<file path="src/rtl/axi_rd_pkg.sv">
// Shared definitions for the AXI read master.
//   rd_state_e : FSM state encoding (IDLE, AR, RD, DONE)
//   beat_shift : log2 of bytes per data beat, used to advance the burst address
// No ports; imported by axi_rd_burst_gen and axi_rd_master.
package axi_rd_pkg;

  typedef enum logic [1:0] {
    IDLE = 2'd0,
    AR   = 2'd1,
    RD   = 2'd2,
    DONE = 2'd3
  } rd_state_e;

  localparam int unsigned DEF_DATA_WIDTH = 32;

  function automatic int unsigned beat_shift(input int unsigned data_width);
    return $clog2(data_width / 8);
  endfunction

  localparam int unsigned BEAT_SHIFT = beat_shift(DEF_DATA_WIDTH);

endpackage

</file>
<file path="src/rtl/axi_rd_master_if.sv">
// AXI4 read address / read data channel bundle between the read master and
// the DDR2 controller's AXI slave port.
//   master modport : drives arvalid/araddr/arlen/rready, samples the rest
//   slave modport  : the mirror image
interface axi_rd_master_if #(
  parameter int ADDR_WIDTH = 26,
  parameter int DATA_WIDTH = 32
);
  logic                  axi_arvalid;
  logic                  axi_arready;
  logic [ADDR_WIDTH-1:0] axi_araddr;
  logic [7:0]            axi_arlen;
  logic                  axi_rvalid;
  logic                  axi_rready;
  logic [DATA_WIDTH-1:0] axi_rdata;
  logic                  axi_rlast;

  modport master (
    output axi_arvalid, axi_araddr, axi_arlen, axi_rready,
    input  axi_arready, axi_rvalid, axi_rdata, axi_rlast
  );

  modport slave (
    input  axi_arvalid, axi_araddr, axi_arlen, axi_rready,
    output axi_arready, axi_rvalid, axi_rdata, axi_rlast
  );
endinterface

</file>
<file path="src/rtl/axi_rd_burst_gen.sv">
// Burst sizing for the AXI read master (purely combinational).
//   remaining : beats still to be requested (1..256)
//   cur_addr  : start address of the burst currently on the bus
//   cur_arlen : arlen of the burst currently on the bus
//   arlen     : min(remaining, RBURST_LEN) - 1 for the next burst
//   next_addr : cur_addr advanced past the current burst, wrapping at 2^ADDR_WIDTH
module axi_rd_burst_gen
  import axi_rd_pkg::*;
#(
  parameter int          ADDR_WIDTH = 26,
  parameter int          DATA_WIDTH = 32,
  parameter int unsigned RBURST_LEN = 8
) (
  input  logic [8:0]            remaining,
  input  logic [ADDR_WIDTH-1:0] cur_addr,
  input  logic [7:0]            cur_arlen,
  output logic [7:0]            arlen,
  output logic [ADDR_WIDTH-1:0] next_addr
);

  localparam int unsigned SHIFT     = beat_shift(DATA_WIDTH);
  localparam logic [8:0]  BURST_MAX = 9'(RBURST_LEN);

  logic [8:0] beats;
  logic [8:0] cur_beats;

  always_comb begin
    beats     = (remaining > BURST_MAX) ? BURST_MAX : remaining;
    arlen     = 8'(beats - 9'd1);
    cur_beats = {1'b0, cur_arlen} + 9'd1;
    next_addr = cur_addr + (ADDR_WIDTH'(cur_beats) << SHIFT);
  end

endmodule

</file>
<file path="src/rtl/axi_rd_master.sv">
// AXI4 read initiator: splits one user request (start address, beat count)
// into AXI read bursts of at most RBURST_LEN beats and returns the data as a
// one-beat-per-strobe stream.
//   clk, rst              : clock, asynchronous active-high reset
//   init_end              : DDR2 init complete; requests ignored while low
//   rd_trig/rd_len/rd_addr: request (rd_len = beats - 1)
//   rd_ready              : idle, able to accept a request
//   rd_done               : one-cycle pulse after the final beat
//   rd_data/rd_data_en    : registered read data and its strobe
//   rd_err                : sticky rlast mismatch flag
//   axi                   : AXI read channels (master modport)
// Optional feature: define AXI_RD_LAST_CHK_EN to check axi_rlast against the
// internal beat counter; otherwise axi_rlast is ignored and rd_err is 0.
//
// state | meaning
// IDLE  | rd_ready high, waiting for rd_trig && init_end
// AR    | axi_arvalid high, address/length held until axi_arready
// RD    | axi_rready high, collecting the beats of one burst
// DONE  | request complete, rd_done is raised on the way back to IDLE
module axi_rd_master
  import axi_rd_pkg::*;
#(
  parameter int          ADDR_WIDTH = 26,
  parameter int          DATA_WIDTH = 32,
  parameter int unsigned RBURST_LEN = 8
) (
  input  logic                  clk,
  input  logic                  rst,
  input  logic                  init_end,
  input  logic                  rd_trig,
  input  logic [7:0]            rd_len,
  input  logic [ADDR_WIDTH-1:0] rd_addr,
  output logic                  rd_ready,
  output logic                  rd_done,
  output logic [DATA_WIDTH-1:0] rd_data,
  output logic                  rd_data_en,
  output logic                  rd_err,
  axi_rd_master_if.master       axi
);

  rd_state_e             state;
  logic [8:0]            remaining;
  logic [7:0]            beat_cnt;
  logic [8:0]            gen_remaining;
  logic [7:0]            gen_arlen;
  logic [ADDR_WIDTH-1:0] gen_next_addr;
  logic                  beat;

  assign beat = axi.axi_rvalid && axi.axi_rready;

  // In IDLE the generator sizes the first burst from the incoming request;
  // in RD it sizes the follow-on burst from what is left after this beat.
  assign gen_remaining = (state == IDLE) ? ({1'b0, rd_len} + 9'd1)
                                         : (remaining - 9'd1);

  axi_rd_burst_gen #(
    .ADDR_WIDTH (ADDR_WIDTH),
    .DATA_WIDTH (DATA_WIDTH),
    .RBURST_LEN (RBURST_LEN)
  ) u_burst_gen (
    .remaining (gen_remaining),
    .cur_addr  (axi.axi_araddr),
    .cur_arlen (axi.axi_arlen),
    .arlen     (gen_arlen),
    .next_addr (gen_next_addr)
  );

`ifdef AXI_RD_LAST_CHK_EN
  logic err_q;
  assign rd_err = err_q;
`else
  logic unused_rlast;
  assign unused_rlast = axi.axi_rlast;
  assign rd_err       = 1'b0;
`endif

  always_ff @(posedge clk or posedge rst) begin
    if (rst) begin
      state           <= IDLE;
      remaining       <= 9'd0;
      beat_cnt        <= 8'd0;
      axi.axi_arvalid <= 1'b0;
      axi.axi_araddr  <= '0;
      axi.axi_arlen   <= 8'd0;
      axi.axi_rready  <= 1'b0;
      rd_data         <= '0;
      rd_data_en      <= 1'b0;
      rd_done         <= 1'b0;
      rd_ready        <= 1'b1;
`ifdef AXI_RD_LAST_CHK_EN
      err_q           <= 1'b0;
`endif
    end else begin
      rd_data_en <= 1'b0;
      rd_done    <= 1'b0;
      case (state)
        IDLE: begin
          rd_ready <= 1'b1;
          // rd_ready is still low in the cycle that carries rd_done, so a
          // request is only taken once rd_ready is visible to the user.
          if (rd_ready && rd_trig && init_end) begin
            axi.axi_araddr  <= rd_addr;
            axi.axi_arlen   <= gen_arlen;
            axi.axi_arvalid <= 1'b1;
            remaining       <= gen_remaining;
            rd_ready        <= 1'b0;
`ifdef AXI_RD_LAST_CHK_EN
            err_q           <= 1'b0;
`endif
            state           <= AR;
          end
        end
        AR: begin
          if (axi.axi_arready) begin
            axi.axi_arvalid <= 1'b0;
            axi.axi_rready  <= 1'b1;
            beat_cnt        <= axi.axi_arlen;
            state           <= RD;
          end
        end
        RD: begin
          if (beat) begin
            rd_data    <= axi.axi_rdata;
            rd_data_en <= 1'b1;
            remaining  <= remaining - 9'd1;
            beat_cnt   <= beat_cnt - 8'd1;
`ifdef AXI_RD_LAST_CHK_EN
            if (axi.axi_rlast != (beat_cnt == 8'd0)) begin
              err_q <= 1'b1;
            end
`endif
            // Burst length is owned by our own counter; rlast never ends it.
            if (beat_cnt == 8'd0) begin
              axi.axi_rready <= 1'b0;
              if (gen_remaining != 9'd0) begin
                axi.axi_araddr  <= gen_next_addr;
                axi.axi_arlen   <= gen_arlen;
                axi.axi_arvalid <= 1'b1;
                state           <= AR;
              end else begin
                state <= DONE;
              end
            end
          end
        end
        DONE: begin
          rd_done <= 1'b1;
          state   <= IDLE;
        end
        default: state <= IDLE;
      endcase
    end
  end

endmodule

</file>
<file path="src/flat_wrapper.sv">
// flat-port wrapper written by rule: the top's interface ports become plain ports
module axi_rd_master_flat import axi_rd_pkg::*;
#(
  parameter int          ADDR_WIDTH = 26,
  parameter int          DATA_WIDTH = 32,
  parameter int unsigned RBURST_LEN = 8
)
  (clk, rst, init_end, rd_trig, rd_len, rd_addr, rd_ready, rd_done, rd_data, rd_data_en, rd_err, axi_axi_arvalid, axi_axi_araddr, axi_axi_arlen, axi_axi_rready, axi_axi_arready, axi_axi_rvalid, axi_axi_rdata, axi_axi_rlast);
  axi_rd_master_if #(.ADDR_WIDTH(ADDR_WIDTH), .DATA_WIDTH(DATA_WIDTH)) axi_i ();
  input  logic clk;
  input  logic rst;
  input  logic init_end;
  input  logic rd_trig;
  input  logic [7:0] rd_len;
  input  logic [ADDR_WIDTH-1:0] rd_addr;
  output logic rd_ready;
  output logic rd_done;
  output logic [DATA_WIDTH-1:0] rd_data;
  output logic rd_data_en;
  output logic rd_err;
  output wire logic [$bits(axi_i.axi_arvalid)-1:0] axi_axi_arvalid;
  output wire logic [$bits(axi_i.axi_araddr)-1:0] axi_axi_araddr;
  output wire logic [$bits(axi_i.axi_arlen)-1:0] axi_axi_arlen;
  output wire logic [$bits(axi_i.axi_rready)-1:0] axi_axi_rready;
  input wire logic [$bits(axi_i.axi_arready)-1:0] axi_axi_arready;
  input wire logic [$bits(axi_i.axi_rvalid)-1:0] axi_axi_rvalid;
  input wire logic [$bits(axi_i.axi_rdata)-1:0] axi_axi_rdata;
  input wire logic [$bits(axi_i.axi_rlast)-1:0] axi_axi_rlast;
  assign axi_axi_arvalid = axi_i.axi_arvalid;
  assign axi_axi_araddr = axi_i.axi_araddr;
  assign axi_axi_arlen = axi_i.axi_arlen;
  assign axi_axi_rready = axi_i.axi_rready;
  assign axi_i.axi_arready = axi_axi_arready;
  assign axi_i.axi_rvalid = axi_axi_rvalid;
  assign axi_i.axi_rdata = axi_axi_rdata;
  assign axi_i.axi_rlast = axi_axi_rlast;
  axi_rd_master #(.ADDR_WIDTH(ADDR_WIDTH), .DATA_WIDTH(DATA_WIDTH), .RBURST_LEN(RBURST_LEN)) u_core (.clk(clk), .rst(rst), .init_end(init_end), .rd_trig(rd_trig), .rd_len(rd_len), .rd_addr(rd_addr), .rd_ready(rd_ready), .rd_done(rd_done), .rd_data(rd_data), .rd_data_en(rd_data_en), .rd_err(rd_err), .axi(axi_i));
endmodule
</file>
<file path="config.mk">
export PLATFORM = sky130hd
export DESIGN_NAME = axi_rd_master_flat
export DESIGN_NICKNAME = d
export VERILOG_FILES = /design/src/rtl/axi_rd_pkg.sv /design/src/rtl/axi_rd_master_if.sv /design/src/rtl/axi_rd_burst_gen.sv /design/src/rtl/axi_rd_master.sv /design/src/flat_wrapper.sv
export SDC_FILE = /design/constraint.sdc
export NUM_CORES = 1
export LEC_CHECK = 0
export CAP_MARGIN = 30
export CORE_UTILIZATION = 46
export CTS_BUF_LIST = sky130_fd_sc_hd__clkbuf_8
export DETAILED_ROUTE_END_ITERATION = 7
export GPL_TIMING_DRIVEN = 0
export PLACE_DENSITY = 0.83
export SYNTH_ARGS = -nofsm -noshare
export SYNTH_HDL_FRONTEND = slang
export SYNTH_HIERARCHICAL = 1
export SYNTH_SLANG_ARGS = --single-unit
</file>
<file path="constraint.sdc">
create_clock -name clk -period 3.4 [get_ports clk]
set_input_delay 1.02 -clock clk [delete_from_list [all_inputs] [get_ports clk]]
set_output_delay 1.02 -clock clk [all_outputs]
set_load 0.02 [all_outputs]
</file>
==> metrics.md <==
| Metric | Value |
|---|---|
| Antenna fix cells | `0` |
| RSZ-0062 raised after global routing | `no` |
| Result of the run | `finished with violations` |
| Slowest stage delay, CP | `640 ps` |
| Remaining global-route overflow | `0` |
| Worst-skew pair later-pin latency | `370 ps` |
| Cell-by-cell trace of the critical path | `clkdlybuf4s50_1 -> nand4_1 -> a21oi_1 -> o21ai_0 -> nand2b_1 -> buf_6 -> buf_12 -> mux2_4` |
| MaxCap Viol Count | `0` |
| Most frequent standard cell in the layout excluding fill and tap cells | `sky130_fd_sc_hd__clkdlybuf4s50_1` |
| Final total power | `6.33 mW` |
| CTS tree | `built` |
| Worst path required time | `3650 ps` |
| Final max-slew violation count | `0` |
| Kind of capture point of the worst setup path | `flop` |
| P_leak | `3.35 nW` |
| Count of pins on the block boundary | `145` |
| Actual transition at the worst max-transition pin | `860 ps` |
| Mean routed wirelength per cell | `16.0 µm` |
| Worst-case setup slack after placement | `-175 ps` |
| Final Net Count | `788` |
| Fin worst setup slack | `189 ps` |
| Die X | `110 µm` |
| Most used cells in the layout excluding fill and tap cells | `sky130_fd_sc_hd__clkdlybuf4s50_1, sky130_fd_sc_hd__nand2_1, sky130_fd_sc_hd__dfrtp_1, sky130_fd_sc_hd__mux2_2, sky130_fd_sc_hd__mux2_4` |
| Element type at the critical path start | `input pin` |
| Classification of the worst setup path | `input pin to flop` |
| Number of I/O port buffers | `142` |
| Yosys Warn Count | `6` |
| Post-layout utilization of the core | `0.635` |
| Mapped Area | `5410 µm²` |
| Distinct cell type count after synthesis | `60` |
| Synthesized area divided by synthesized cell count | `9.94 µm²` |
| Post-synth top area share | `0.412` |
| Detailed Route Iter0 Violations | `303` |
| Master of the slowest instance on the critical path | `sky130_fd_sc_hd__a21oi_1` |
| Number of nets with antenna violations after detailed routing | `0` |
| FILL cells | `911` |
| Clock Tree Buf Depth | `2` |
| Post-CTS setup buffer count | `0` |
| Via count of the first global-routing pass | `4622` |
| Final number of setup-violating endpoints | `0` |
| Synthesized flop and latch total | `90` |
| Sequential cell area fraction in the yosys report | `0.417` |
| Maximum level of the CTS H-tree | `3` |
| Wire length of the first global-routing pass | `22.4 mm` |
| Worst hold path type | `flop to flop` |
| Worst path top cell family by delay | `compound AO/OA/AOI/OAI gates` |
| Total half-perimeter wirelength after legalization and detailed placement | `10.0 mm` |
| Highest ir drop seen on vdd | `0.419 mV` |
| Tcrit/Tclk final | `0.944` |
| Max FO, Critical Path | `10` |
| Core footprint | `11400 µm²` |
| Count of flip-flops with a built-in enable after synthesis | `0` |
| Count of TritonRoute iterations in the first routing pass | `7` |
| Number of buffer and inverter stages on the critical path | `3` |
| Cell type with the largest total area after synthesis | `sky130_fd_sc_hd__dfrtp_1` |
| Area added between synthesis and finish | `34.0%` |
| Die ar. | `12200 µm²` |
| Count of final hold-check violations | `0` |
| Share of async-settable or async-resettable flops after synthesis | `1.00` |
| Number of remaining DRC errors | `1` |
| Cells after Synth | `544` |
| Tot GR Track Use | `0.226` |
| Avg Vias per Cell | `5.34` |
| Achievable Freq | `0.311 GHz` |
| Initial cell density of the core | `0.474` |
| Power per cell area | `874 nW/µm²` |
| Number of rows in the core area | `39` |
| Max_slew headroom | `0.424` |
| Initial antenna violation count | `0` |
| Number of buffers added by the clock tree synthesis step | `9` |
| Share of cells above drive strength 1 | `0.162` |
| Total Routed Length | `13.5 mm` |
| Clock transition at the registers of the reported paths | `90 ps` |
| Via count of the routed design | `4521` |
| Violated checks | `DRC` |
| Die Ht | `110 µm` |
| Number of nets produced by synthesis | `634` |
| Tmin final | `3210 ps` |
| Final GP Congestion | `0.895` |
| Arrival time at the worst endpoint | `3470 ps` |
| Top area cells in the synthesized netlist | `sky130_fd_sc_hd__dfrtp_1, sky130_fd_sc_hd__nand2_1, sky130_fd_sc_hd__mux2_2` |
| Prevailing post-synth register cell | `sky130_fd_sc_hd__dfrtp_1` |
| Hold buffer count at CTS | `0` |
| Maximum clock skew at final layout | `9.07 ps` |
| Pin count of the biggest net entering global routing | `58` |
| Clock tree sinks | `90` |
| Root Buffer | `sky130_fd_sc_hd__clkbuf_8` |
[tightest hold or removal path, stage by stage, from the launching register on]
cell	delay (ps)
sky130_fd_sc_hd__dfrtp_1	360
sky130_fd_sc_hd__nand2_1	50
sky130_fd_sc_hd__nand2_1	60
[final timing paths]
| path | cells past startpoint | slack (ps) | endpoint | start |
|---|---|---|---|---|
| min in group asynchronous | 2 | 1030 | u_core/rd_data[24]$_DFFE_PP0P_ | rst |
| worst max register to register | 13 | 250 | u_core/axi.axi_araddr[24]$_DFFE_PP0P_ | u_core/axi.axi_arlen[1]$_DFFE_PP0P_ |
| worst min-delay path | 2 | 500 | u_core/axi.axi_arvalid$_DFFE_PP0P_ | u_core/axi.axi_arvalid$_DFFE_PP0P_ |
| worst min register to register | 2 | 500 | u_core/axi.axi_arvalid$_DFFE_PP0P_ | u_core/axi.axi_arvalid$_DFFE_PP0P_ |
| max in group asynchronous | 3 | 1690 | u_core/rd_ready$_DFFE_PP1P_ | rst |
| worst max-delay path | 8 | 190 | u_core/axi.axi_araddr[5]$_DFFE_PP0P_ | init_end |
[where the power goes]
group / switching [mW] / total (mW) / internal, mW / leakage (nW)
registers: 0.458 / 1.97 / 1.52 / 1.13
logic: 1.81 / 3.60 / 1.79 / 2.11
clock network: 0.395 / 0.757 / 0.363 / 0.108
total: 2.66 / 6.33 / 3.67 / 3.35
[sequential cells by signal, indices dropped and copies added (netlist names)]
| register | flops |
|---|---|
| u_core/rd_ready | 1 |
| u_core/rd_done | 1 |
| u_core/rd_data_en | 1 |
| u_core/beat_cnt | 8 |
| u_core/axi.axi_rready | 1 |
| u_core/axi.axi_arlen | 8 |
| u_core/axi.axi_arvalid | 1 |
| u_core/axi.axi_araddr | 26 |
| u_core/remaining | 9 |
| u_core/rd_data | 32 |
| u_core/state | 2 |
[metrics by stage]
| step | hold WS (ps) | area [µm²] | instances | TNS [ps] |
|---|---|---|---|---|
| after global routing | 524 | 7250 | 846 | 0 |
| after floorplan | 459 | 5410 | 544 | 0 |
| after CTS | 493 | 7240 | 846 | 0 |
| after detailed placement | 465 | 7040 | 830 | -4900 |
| after global placement | 468 | 7010 | 829 | -118320 |
| final | 498 | 7250 | 846 | 0 |
[cells by family (layout without fill, tap and decap cells)]
kind of cell | after synthesis | count (layout) | share of synthesized area
muxes | 71 | 71 | 0.167
other | 1 | 1 | 0.000693
xor gates and xnor gates | 37 | 37 | 0.0599
AOI/OAI and AO/OA | 71 | 71 | 0.0851
and+or+nand+nor | 218 | 218 | 0.187
DFF | 90 | 90 | 0.417
buffers and inverters | 39 | 198 | 0.0430
adders and majority gates | 17 | 17 | 0.0407
[synthesized netlist by cell type, types with 3 or more instances]
cell type,instances
sky130_fd_sc_hd__nor4_1,5
sky130_fd_sc_hd__clkbuf_1,12
sky130_fd_sc_hd__dfrtp_1,89
sky130_fd_sc_hd__inv_1,16
sky130_fd_sc_hd__nor3_1,4
sky130_fd_sc_hd__and4_1,3
sky130_fd_sc_hd__buf_4,3
sky130_fd_sc_hd__and3_1,5
sky130_fd_sc_hd__o22ai_1,3
sky130_fd_sc_hd__mux2_4,29
sky130_fd_sc_hd__nand3_1,22
sky130_fd_sc_hd__buf_12,3
sky130_fd_sc_hd__xor2_1,18
sky130_fd_sc_hd__o21ai_0,17
sky130_fd_sc_hd__xnor2_1,19
sky130_fd_sc_hd__o31ai_1,3
sky130_fd_sc_hd__a21oi_1,24
sky130_fd_sc_hd__nor3b_1,3
sky130_fd_sc_hd__mux2_2,39
sky130_fd_sc_hd__nand2b_1,5
sky130_fd_sc_hd__mux2i_1,3
sky130_fd_sc_hd__nor2_1,19
sky130_fd_sc_hd__nand4_1,7
sky130_fd_sc_hd__and2_1,3
sky130_fd_sc_hd__a21o_1,6
sky130_fd_sc_hd__ha_1,16
sky130_fd_sc_hd__nand2_1,126
sky130_fd_sc_hd__a31oi_1,3
[routing by layer]
metal,share of wire,vias up,track usage,wire [µm]
met5,0,-,0,0
met4,0.018,0,0.0898,243
met3,0.036,24,0.0302,488
met2,0.52,129,0.393,6990
met1,0.43,2196,0.284,5780
li1,-,2172,-,-
[final cells by class]
cell class	instances	area, µm²	share of cell area
buffer	22	169	0.0233
timing repair buffer	143	1450	0.200
clock buffer	10	138	0.0190
multi-input combinational	415	2930	0.404
tap	143	179	0.0247
inverter	17	66.3	0.00915
clock inverter	6	65.1	0.00898
sequential	90	2250	0.311
[repair_timing]
item,CTS,global route
resized for setup,0,4
endpoints found under the hold margin,0,0
endpoints found under the setup margin,0,4
Power figures use the tool's default switching activity.
